### src/rtl/rst_codec.sv
`default_nettype none
// ============================================================================
// Module   : rst_codec
// Brief    : Rotary substitution table codec with key validation, per-beat
//            encrypt/decrypt, configurable rotation and an output FIFO.
// Revision : 1.0 - initial release
// ============================================================================
module rst_codec #(
    parameter int ROT_STEP   = 1,
    parameter int FIFO_DEPTH = 4
) (
    input  logic        clk,
    input  logic        rst,
    input  logic [95:0] key,
    input  logic        key_load,
    output logic        key_busy,
    output logic        key_installed,
    output logic        err_invalid_key,
    input  logic        in_valid,
    output logic        in_ready,
    input  logic        in_mode,
    input  logic [15:0] in_data,
    output logic        out_valid,
    input  logic        out_ready,
    output logic [15:0] out_data,
    output logic        err_invalid_in
);
    localparam int              c_AW      = (FIFO_DEPTH > 1) ? $clog2(FIFO_DEPTH) : 1;
    localparam logic [c_AW:0]   c_DEPTH   = (c_AW + 1)'(FIFO_DEPTH);
    localparam logic [c_AW:0]   c_CNT_ONE = (c_AW + 1)'(1);
    localparam logic [c_AW-1:0] c_PTR_ONE = (c_AW)'(1);

    typedef enum logic [1:0] {
        NOKEY  = 2'd0,
        CHECK  = 2'd1,
        READY  = 2'd2,
        KEYERR = 2'd3
    } state_t;

    state_t          r_state;
    state_t          w_state_nxt;
    logic [7:0]      r_key [12];
    logic [3:0]      r_idx;
    logic            r_fail;
    logic [7:0]      r_row [6];
    logic [7:0]      r_col [6];
    logic [15:0]     r_mem [FIFO_DEPTH];
    logic [c_AW-1:0] r_wr_ptr;
    logic [c_AW-1:0] r_rd_ptr;
    logic [c_AW:0]   r_count;
    logic            r_err_in;

    logic [7:0]  w_cur;
    logic        w_fail_now;
    logic        w_table_load;
    logic        w_enc_ok;
    logic [5:0]  w_enc_sym;
    logic [2:0]  w_enc_r;
    logic [2:0]  w_enc_c;
    logic [7:0]  w_enc_row;
    logic [7:0]  w_enc_col;
    logic        w_dec_rok;
    logic        w_dec_cok;
    logic [2:0]  w_dec_i;
    logic [2:0]  w_dec_j;
    logic [5:0]  w_dec_sym;
    logic [7:0]  w_dec_char;
    logic        w_beat_ok;
    logic [15:0] w_result;
    logic        w_accept;
    logic        w_push;
    logic        w_pop;

    function automatic logic is_alnum(input logic [7:0] c);
        return ((c >= 8'h41) && (c <= 8'h5A)) ||
               ((c >= 8'h61) && (c <= 8'h7A)) ||
               ((c >= 8'h30) && (c <= 8'h39));
    endfunction

    assign key_busy        = (r_state == CHECK);
    assign key_installed   = (r_state == READY);
    assign err_invalid_key = (r_state == KEYERR);
    assign in_ready        = key_installed & ~key_busy & (r_count < c_DEPTH);
    assign out_valid       = (r_count != '0);
    assign out_data        = out_valid ? r_mem[r_rd_ptr] : 16'h0000;
    assign err_invalid_in  = r_err_in;

    assign w_accept     = in_valid & in_ready;
    assign w_push       = w_accept & w_beat_ok;
    assign w_pop        = out_valid & out_ready;
    assign w_table_load = (r_state == CHECK) && (w_state_nxt == READY);

    // Byte under test this CHECK cycle: must be alphanumeric and unique among later bytes
    always_comb begin
        w_cur = 8'h00;
        for (int k = 0; k < 12; k++) begin
            if (r_idx == 4'(k)) w_cur = r_key[k];
        end
        w_fail_now = ~is_alnum(w_cur);
        for (int k = 0; k < 12; k++) begin
            if ((4'(k) > r_idx) && (r_key[k] == w_cur)) w_fail_now = 1'b1;
        end
    end

    always_ff @(posedge clk) begin
        if (rst) r_state <= NOKEY;
        else     r_state <= w_state_nxt;
    end

    always_comb begin
        w_state_nxt = r_state;
        case (r_state)
            CHECK: begin
                if (r_idx == 4'd11) w_state_nxt = (r_fail | w_fail_now) ? KEYERR : READY;
            end
            default: begin
                if (key_load) w_state_nxt = CHECK;
            end
        endcase
    end

    always_ff @(posedge clk) begin
        if (rst) begin
            for (int k = 0; k < 12; k++) r_key[k] <= 8'h00;
            r_idx  <= 4'd0;
            r_fail <= 1'b0;
        end else if ((r_state != CHECK) && key_load) begin
            for (int k = 0; k < 12; k++) r_key[k] <= key[8*k +: 8];
            r_idx  <= 4'd0;
            r_fail <= 1'b0;
        end else if (r_state == CHECK) begin
            r_idx  <= r_idx + 4'd1;
            r_fail <= r_fail | w_fail_now;
        end
    end

    // Encrypt: fold case, digits follow letters
    always_comb begin
        w_enc_ok  = 1'b1;
        w_enc_sym = 6'd0;
        if ((in_data[7:0] >= 8'h41) && (in_data[7:0] <= 8'h5A))
            w_enc_sym = 6'(in_data[7:0] - 8'h41);
        else if ((in_data[7:0] >= 8'h61) && (in_data[7:0] <= 8'h7A))
            w_enc_sym = 6'(in_data[7:0] - 8'h61);
        else if ((in_data[7:0] >= 8'h30) && (in_data[7:0] <= 8'h39))
            w_enc_sym = 6'(in_data[7:0] - 8'h30 + 8'd26);
        else
            w_enc_ok = 1'b0;
        w_enc_r   = 3'(w_enc_sym / 6'd6);
        w_enc_c   = 3'(w_enc_sym % 6'd6);
        w_enc_row = 8'h00;
        w_enc_col = 8'h00;
        for (int i = 0; i < 6; i++) begin
            if (w_enc_r == 3'(i)) w_enc_row = r_row[i];
            if (w_enc_c == 3'(i)) w_enc_col = r_col[i];
        end
    end

    // Decrypt: table entries are unique once validated, so at most one match each
    always_comb begin
        w_dec_rok = 1'b0;
        w_dec_cok = 1'b0;
        w_dec_i   = 3'd0;
        w_dec_j   = 3'd0;
        for (int i = 0; i < 6; i++) begin
            if (r_row[i] == in_data[15:8]) begin
                w_dec_rok = 1'b1;
                w_dec_i   = 3'(i);
            end
            if (r_col[i] == in_data[7:0]) begin
                w_dec_cok = 1'b1;
                w_dec_j   = 3'(i);
            end
        end
        w_dec_sym  = 6'({3'b000, w_dec_i} * 6'd6 + {3'b000, w_dec_j});
        w_dec_char = (w_dec_sym < 6'd26) ? (8'h41 + {2'b00, w_dec_sym})
                                         : (8'h30 + {2'b00, w_dec_sym} - 8'd26);
    end

    assign w_beat_ok = in_mode ? (w_dec_rok & w_dec_cok & (w_dec_sym < 6'd36)) : w_enc_ok;
    assign w_result  = in_mode ? {8'h00, w_dec_char} : {w_enc_row, w_enc_col};

    always_ff @(posedge clk) begin
        if (rst) begin
            for (int r = 0; r < 6; r++) begin
                r_row[r] <= 8'h00;
                r_col[r] <= 8'h00;
            end
        end else if (w_table_load) begin
            for (int p = 0; p < 3; p++) begin
                r_row[2*p]     <= r_key[11-2*p];
                r_row[2*p + 1] <= r_key[2*p + 1];
                r_col[2*p]     <= r_key[10-2*p];
                r_col[2*p + 1] <= r_key[2*p];
            end
        end else if (w_push) begin
            for (int r = 0; r < 6; r++) begin
                r_row[(r + ROT_STEP) % 6] <= r_row[r];
                r_col[(r + ROT_STEP) % 6] <= r_col[r];
            end
        end
    end

    always_ff @(posedge clk) begin
        if (w_push) r_mem[r_wr_ptr] <= w_result;
    end

    always_ff @(posedge clk) begin
        if (rst) begin
            r_wr_ptr <= '0;
            r_rd_ptr <= '0;
            r_count  <= '0;
            r_err_in <= 1'b0;
        end else begin
            if (w_push) r_wr_ptr <= r_wr_ptr + c_PTR_ONE;
            if (w_pop)  r_rd_ptr <= r_rd_ptr + c_PTR_ONE;
            case ({w_push, w_pop})
                2'b10:   r_count <= r_count + c_CNT_ONE;
                2'b01:   r_count <= r_count - c_CNT_ONE;
                default: r_count <= r_count;
            endcase
            r_err_in <= w_accept & ~w_beat_ok;
        end
    end
endmodule
`default_nettype wire

### config.mk
export PLATFORM = sky130hd
export DESIGN_NAME = rst_codec
export DESIGN_NICKNAME = d
export VERILOG_FILES = /design/src/rtl/rst_codec.sv
export SDC_FILE = /design/constraint.sdc
export NUM_CORES = 1
export LEC_CHECK = 0
export CAP_MARGIN = 10
export CORE_MARGIN = 4
export CORE_UTILIZATION = 25
export CTS_BUF_LIST = sky130_fd_sc_hd__clkbuf_2
export CTS_CLUSTER_DIAMETER = 120
export DETAILED_ROUTE_END_ITERATION = 6
export GPL_ROUTABILITY_DRIVEN = 0
export GPL_TIMING_DRIVEN = 0
export PLACE_DENSITY = 0.52
export RECOVER_POWER = 100
export SYNTH_ARGS = -nofsm -noshare
export SYNTH_HDL_FRONTEND = slang
export SYNTH_SLANG_ARGS = --single-unit
### constraint.sdc
create_clock -name clk -period 13 [get_ports clk]
set_input_delay 2.6 -clock clk [delete_from_list [all_inputs] [get_ports clk]]
set_output_delay 2.6 -clock clk [all_outputs]
set_load 0.01 [all_outputs]
=== After elaboration in Yosys (flattened, before gate mapping) ===
Memories as Yosys holds them, arrays and structs flattened. A register that Yosys moved wholly into a read port is not among the register bits.
Index checks and enable logic that the tools add are counted.

* Register bits: 15
* Bits in latches: 0
* RAM bits: 256
* Bits in read-only memories: 0
* Bits of input ports: 118
* Output and inout bits: 22
* Logic and storage cells: 306
* Memories: 4

{| class="wikitable"
|+ Memories
! name !! depth !! bits a word !! read ports !! clocked after Yosys merged registers in !! write ports !! line !! text
|-
| r_key || 12 || 8 || 12 || 0 || 12 || 42 || <nowiki>logic [7:0] r_key [12];</nowiki>
|-
| r_mem || 4 || 16 || 1 || 1 || 1 || 47 || <nowiki>logic [15:0] r_mem [FIFO_DEPTH];</nowiki>
|-
| r_col || 6 || 8 || 6 || 0 || 6 || 46 || <nowiki>logic [7:0] r_col [6];</nowiki>
|-
| r_row || 6 || 8 || 6 || 0 || 6 || 45 || <nowiki>logic [7:0] r_row [6];</nowiki>
|}

* Add/sub/neg operators: 13
* Multiply operators: 1
* Div/mod/pow operators: 2
* $lt $le $gt $ge: 27
* Eq/ne operators: 52
* Shift operators: 0
* Multiplexer cells: 124
* Bitwise logic cells: 48
* Reductions and logical operators: 28

{| class="wikitable"
|+ Operators with widths
! kind !! number
|-
| 8-bit two-way mux || 61
|-
| 8-bit == test || 24
|-
| 1-bit two-way mux || 44
|-
| 1-bit bitwise OR || 37
|-
| 8-bit by 7-bit greater-or-equal comparator with 1-bit output, second input constant || 4
|-
| 8-bit by 7-bit less-or-equal comparator with 1-bit output, second input constant || 4
|-
| 16-bit two-way mux || 2
|-
| 3-bit two-way mux || 8
|-
| 1-bit logical AND || 20
|-
| 6-bit two-way mux || 3
|-
| 4-bit by 3-bit == test with 1-bit output, second input constant || 4
|-
| 4-bit == test, second input constant || 4
|-
| 8-bit by 6-bit greater-or-equal comparator with 1-bit output, second input constant || 2
|-
| 3-bit by 4-bit > comparator with 1-bit output, first input constant || 4
|-
| 4-bit > comparator, first input constant || 4
|-
| 8-bit by 6-bit less-or-equal comparator with 1-bit output, second input constant || 2
|-
| 3-bit by 2-bit == test with 1-bit output, second input constant || 4
|-
| 3-bit == test, second input constant || 4
|-
| 6-bit subtractor, second input constant || 2
|-
| 2-bit two-way mux || 5
|-
| 7-bit by 6-bit adder with 8-bit output, first input constant || 1
|-
| 1-bit bitwise AND || 8
|-
| 2-bit == test, second input constant || 4
|-
| 4-bit by 2-bit == test with 1-bit output, second input constant || 2
|-
| 29 further kinds || 38
|}

=== Depth between registers and ports, before layout ===
Gate-level depths: netlist of run 1.

* Depth in word-level cells: 41
* Gate-level depth with buffers: 26

=== Worst setup path after synthesis of run 1 ===
Ideal clock, no wire load.

* Kind: input port to flip-flop
* Start: input port in_data[9]
* End: memory r_col[0][0], enable pin
* Library setup time: 0.437 ns
* Data arrival time: 7.160 ns
* Required time: 12.563 ns
* Setup slack: 5.403 ns
* Stages on the path: 20
* Path buffers: 1
* Cells stage by stage: buf_2 xor2_1 nor4_1 nand2_1 nand2_1 inv_1 nand2_1 inv_1 ha_1 inv_1 fa_1 nor2_1 xor2_1 xnor2_1 inv_1 a31oi_1 o21ai_0 o31ai_1 nor2_1 a211o_1

{| class="wikitable"
|+ RTL lines
! item !! line !! text
|-
| start, declared || 22 || <nowiki>input logic [15:0] in_data,</nowiki>
|-
| end, declared || 46 ||
|}

==> metrics, run 1 <==
total CTS buffers 73; critical path class in -> reg; multi-input combinational cell area 8250 µm²; outcome finished with violations; Skew-Pair Late Insertion Delay 1040 ps; Worst EP arrival 10,430 ps; die area 71,900 µm²; Mapped Nets 1,700; register area share after synthesis 0.474; dpl cell area 19,400 µm²; initial antenna violation count 5; final hold slack 514 ps; DRC violations left 0; setup violators final 0; Resized cells post-CTS 0; Tcrit/Tclk final 0.763; CTS tree built; Adder-Cell Fraction of Synth Area 0.0220; Port Buf Inserts 126; Clock Tree Root clkbuf_2; htree depth 3; failing checks max-capacitance violations, max-slew violations; area growth from synthesis to layout 17.9%; Post-Synth XOR/XNOR Area 0.0900; Clock Sinks 273; critical path startpoint category input pin; worst hold-check path type reg -> reg; Synth Register Bits 273; first-pass GRT wire length 89.7 mm; WL final 62.1 mm; layout cell share with drive strength beyond 1 0.109; final instance area 20,000 µm²; maximum clock frequency 101 MHz; Setup TNS Final 0 ps; leakage 7.01 nW; skew final 83.1 ps; Unique masters post-synth 96; RSZ-0062 raised after global routing false; Setup crit end kind register; post-placement cell count 2,555; core area 67,200 µm²; mapped cell area 16,900 µm²; dominant synthesized flop cell edfxtp_1; Final Hold Fails 0; Period minus WS final 9920 ps; most frequent cells in the layout edfxtp_1 (256), a22o_1 (109), clkbuf_2 (105); cells after synthesis 1,554; Pwr Density 101 nW/µm²; sequential cell area 8030 µm²; Pre-Repair DR Iteration Count 7; Starting Density 0.252; number of global-route vias before repair 14,100; WL per Instance 23.1 µm; setup repair bufs after CTS 0; async set-or-reset flop fraction in the synthesized netlist 0; headroom to the max-slew limit -1.65; boundary pin count 140; top cells by area, synth edfxtp_1 (45%), a22o_1 (5.6%), xnor2_1 (4.8%); Synth Area in Compound Gates 0.187; largest net degree at the start of global routing 79; overall die width 268 µm; worst IR drop on VDD 0.0000546 V; clk slew on worst S/H paths 100 ps; CTS Hold Bufs 0; Layout Cells excl Fill 2,690; Rows 95; Syn Area/Cell 10.9 µm²; initial DRC count 1,506; post-detail-place hpwl 48.4 mm; cell taking the most area after synthesis edfxtp_1; fin nets 1,904; die height 268 µm; CP required 13,510 ps; simple-gate share of the synthesized area 0.150; Post-synth EDFFs 256; most common cell after layout, fill and taps aside edfxtp_1; Vias/cell 5.30; final-report max-slew violation count 142; largest family of logic cells by synthesized area compound AO/OA/AOI/OAI gates; DRT antenna net count 0; Synth top area share 0.454; Max-Cap Viols 2; multiplexer share of the synthesized area 0.0395; Ys Warns 0; vias 14,200; grt ovf 0; worst slew pin tran 3980 ps; Max FO, Critical Path 62; GRT Total Usage 0.167; fill cell total of the finished layout 6,936; CTS Buffer Depth 3
-- path summary, 6_finish.rpt --
path	startpoint	to	slack, ps	cells after the start
max	in_data[1]	r_col[0][9]	3080	16
min	r_fail	r_fail	510	2
max reg2reg	r_idx[1]	r_col[0][9]	4320	16
min reg2reg	r_fail	r_fail	510	2
-- layer usage --
layer | track usage | vias to the layer above | wire, µm
li1 | - | 6354 | -
met1 | 0.219 | 6888 | 25700
met2 | 0.266 | 805 | 28100
met3 | 0.0356 | 199 | 5540
met4 | 0.0774 | 2 | 2800
met5 | 0 | - | 12
-- through the flow --
stage	utilization	total power, mW	setup WS [ps]
5_1_grt	0.297	2.12	2570
3_3_place_gp	0.287	1.41	2970
6_report	0.297	2.02	3080
4_1_cts	0.298	2.04	4570
2_1_floorplan	-	1.26	5400
3_5_place_dp	0.288	1.41	3480
-- synthesized netlist by cell type, types with 12 or more instances --
| cell | number |
|---|---|
| a211oi_1 | 19 |
| a21o_1 | 12 |
| a21oi_1 | 63 |
| a22o_1 | 109 |
| a22oi_1 | 18 |
| and2_1 | 106 |
| buf_2 | 33 |
| clkbuf_1 | 59 |
| dfxtp_1 | 17 |
| edfxtp_1 | 256 |
| ha_1 | 25 |
| inv_1 | 34 |
| mux2i_1 | 25 |
| mux4_2 | 16 |
| nand2_1 | 93 |
| nand2b_1 | 16 |
| nand3_1 | 18 |
| nand4_1 | 22 |
| nor2_1 | 87 |
| nor2b_1 | 26 |
| nor3_1 | 24 |
| nor4_1 | 22 |
| o211ai_1 | 20 |
| o21a_1 | 14 |
| o21ai_0 | 42 |
| o22ai_1 | 12 |
| xnor2_1 | 92 |
| xor2_1 | 82 |
-- registers in the layout, indices dropped and copies added, names as in the netlist, 3 cells and up, named ones only --
name and count:
r_idx 4, r_mem 64, r_row 48, r_count 3, r_col 48, r_key 96
-- critical path: stages --
cell           delay, ps
dlygate4sd3_1        650
clkbuf_1             540
xor2_1               140
nor4_1               280
nand2_1              100
nand2_1              230
nor2_1                80
ha_1                 220
fa_1                 440
xor2_1               400
a31oi_1              150
o21ai_0              390
o31ai_1              330
nor2_1               580
a211o_1              670
clkbuf_1            2550
-- power breakdown --
| group | switching (mW) | total [mW] | internal (mW) |
|---|---|---|---|
| Combinational | 0.186 | 0.320 | 0.134 |
| Clock | 0.366 | 0.625 | 0.259 |
| Sequential | 0.0744 | 1.08 | 1.00 |
-- layout make-up --
cell class | count | share of cell area
clock buffers | 105 | 0.0263
multi-input cells | 1139 | 0.413
repair buffers | 129 | 0.0637
diodes | 5 | 0.000627
clock inverters | 24 | 0.00821
well taps | 873 | 0.0547
flip-flops and latches | 273 | 0.402
inverters | 36 | 0.00677
plain buffers | 106 | 0.0244
-- kinds of logic (layout without fill, tap and decap cells) --
| kind of cell | Yosys count | after routing |
|---|---|---|
| flops | 273 | 273 |
| compound gates | 421 | 421 |
| xor+xnor | 174 | 174 |
| simple gates | 470 | 470 |
| buf+inv | 142 | 400 |
| other cells | 0 | 5 |
| mux | 46 | 46 |
| fa+ha+maj | 28 | 28 |
No activity file was read; power rests on OpenSTA's default activity.
==> run 2: changes to the inputs <==
Clock period 13 ns to 9.2 ns, I/O delays scaled along.
==> run 2 against run 1 <==
Net effect:
- total power increased by 41%
- clock power increased by 41%
- setup slack worse by 1700 ps
- core utilization about the same
- the run still ends with max-capacitance violations, max-slew violations left
- hold slack got worse by 0.64 ps
- sequential share of layout area about the same
- flip-flop and latch count stayed put
- design area barely moved
- first-iteration DRC count unchanged
- global-route usage unchanged
- via count about the same
- non-clock buffer count did not move
==> metrics, run 2 (same netlist as run 1, synthesis figures left out) <==
outcome finished with violations (unchanged); failing checks max-capacitance violations, max-slew violations (unchanged); clk slew on worst S/H paths 100 ps (about the same); cell family with most CP delay buffers and inverters (unchanged); Rows 95 (unchanged); layout cell share with drive strength beyond 1 0.110 (was 0.109); final hold slack 513 ps (was 514 ps); vias 14,300 (was 14,200); Clock Tree Root clkbuf_2 (unchanged); Starting Density 0.252 (unchanged); most frequent cells in the layout edfxtp_1 (256), a22o_1 (109), clkbuf_2 (106) (was edfxtp_1 (256), a22o_1 (109), clkbuf_2 (105)); final-report max-slew violation count 142 (unchanged); worst-path cell with the longest stage delay clkbuf_2 (was clkbuf_1); fin nets 1,904 (unchanged); htree depth 3 (unchanged); Vias/cell 5.30 (about the same); Final Hold Fails 0 (unchanged); number of global-route vias before repair 14,100 (unchanged); DRC violations left 0 (unchanged); Cell Int Power 1.97 mW (was 1.40 mW); critical path depth 16 (unchanged); GRT Total Usage 0.167 (unchanged); CTS Hold Bufs 0 (unchanged); Clock Sinks 273 (unchanged); CTS Buffer Depth 3 (unchanged); critical path class in -> reg (unchanged); WL per Instance 23.1 µm (about the same); total CTS buffers 73 (unchanged); Setup TNS Final 0 ps (unchanged); first-pass GRT wire length 89.7 mm (unchanged); skew final 77.0 ps (was 83.1 ps); critical path buffer and inverter count 3 (unchanged); die area 71,900 µm² (unchanged); worst hold-check path type reg -> reg (unchanged); overall die width 268 µm (unchanged); Worst EP arrival 8410 ps (was 10,430 ps); worst slew pin tran 3970 ps (was 3980 ps); Sw Pwr 0.885 mW (was 0.626 mW); Pwr Density 143 nW/µm² (was 101 nW/µm²); boundary pin count 140 (unchanged); Logic pwr share 0.158 (about the same); sequence of cells on the critical path dlygate4sd3_1, clkbuf_1, xor2_1, nor4_1, nand2_1, nand2_1, nor2_1, ha_1, fa_1, xor2_1, a31oi_1, o21ai_0, o31ai_1, nor2_1, a211o_1, clkbuf_2 (was dlygate4sd3_1, clkbuf_1, xor2_1, nor4_1, nand2_1, nand2_1, nor2_1, ha_1, fa_1, xor2_1, a31oi_1, o21ai_0, o31ai_1, nor2_1, a211o_1, clkbuf_1); leakage 7.02 nW (was 7.01 nW); Skew-Pair Late Insertion Delay 1030 ps (was 1040 ps); Post-Place Setup Slack 436 ps (was 3480 ps); initial antenna violation count 5 (unchanged); largest registers r_key: 96 flops, r_mem: 64 flops (unchanged); Max FO, Critical Path 62 (unchanged); CTS tree built (unchanged); die height 268 µm (unchanged); Max-Cap Viols 2 (unchanged); Sw Ratio 0.309 (about the same); RSZ-0062 raised after global routing false (unchanged); grt ovf 0 (unchanged); Clock Power Share 0.309 (about the same); worst IR drop on VDD 0.0000771 V (was 0.0000546 V); core area 67,200 µm² (unchanged); Period minus WS final 7830 ps; maximum clock frequency 128 MHz; most common cell after layout, fill and taps aside edfxtp_1 (unchanged); Crit path largest cell delay 1300 ps (was 2550 ps); setup ws final 1370 ps (was 3080 ps); Setup crit end kind register (unchanged); Flop pwr share 0.533 (about the same); post-detail-place hpwl 48.4 mm (unchanged); headroom to the max-slew limit -1.65 (about the same); DRT antenna net count 0 (unchanged); WL final 62.2 mm (was 62.1 mm); setup violators final 0 (unchanged); CP required 9780 ps (was 13,510 ps); R2R cell count 16 (unchanged); Pre-Repair DR Iteration Count 6 (was 7); area growth from synthesis to layout 18.0% (was 17.9%); max reg flops 96 (unchanged); Port Buf Inserts 126 (unchanged); Tcrit/Tclk final 0.851; critical path startpoint category input pin (unchanged); largest net degree at the start of global routing 79 (unchanged); Top reg by flops r_key (unchanged); Resized cells post-CTS 0 (unchanged); initial DRC count 1,506 (unchanged); hold path depth 2 (unchanged); setup repair bufs after CTS 0 (unchanged)
-- run 2: cell types whose count changed in the layout (fill, tap and decap cells not counted) --
cell / delta
buf_1: -1
clkbuf_2: +1
-- run 2: path summary, 6_finish.rpt --
check | start | to | slack (ps)
max | in_data[1] | r_col[0][9] | 1370
min | r_fail | r_fail | 510
max reg2reg | r_idx[1] | r_col[0][9] | 1750
min reg2reg | r_fail | r_fail | 510
-- run 2: metal layers --
layer,part of all wire,GRT usage,vias up
li1,-,-,6359
met3,0.092,0.0356,200
met5,0.00019,0,-
met4,0.045,0.0774,2
met1,0.41,0.219,6906
met2,0.45,0.266,784
-- run 2: layout make-up --
class / count / area [µm²]
fill: 6935 / 47200
multi-input combinational: 1139 / 8250
sequential: 273 / 8030
timing repair buffer: 129 / 1270
tap: 873 / 1090
clock buffer: 105 / 526
buffer: 106 / 487
clock inverter: 24 / 164
inverter: 36 / 135
antenna: 5 / 12.5
-- run 2: power groups by stage --
stage	registers (mW)	logic, mW	clock network, mW
detailed placement	1.54	0.454	0
global route	1.52	0.488	0.985
CTS	1.52	0.455	0.917
floorplan	1.48	0.304	0
global placement	1.55	0.442	0
finish	1.52	0.452	0.882
-- run 2: tightest hold or removal path, delay by kind of cell, from the launching register on --
kind             cells  cell delay (ps)
AO/OA/AOI/OAI        1               50
AND/OR/NAND/NOR      1              100
flip-flops           1              330
-- run 2: metrics by stage --
| step | utilization | cell area [µm²] | power, mW | instances |
|---|---|---|---|---|
| finish | 0.297 | 20000 | 2.86 | 2690 |
| global placement | 0.287 | 19300 | 1.99 | 2553 |
| detailed placement | 0.288 | 19400 | 2.00 | 2555 |
| global route | 0.297 | 20000 | 3.00 | 2688 |
| floorplan | - | 16900 | 1.79 | 1554 |
| CTS | 0.298 | 20000 | 2.89 | 2684 |
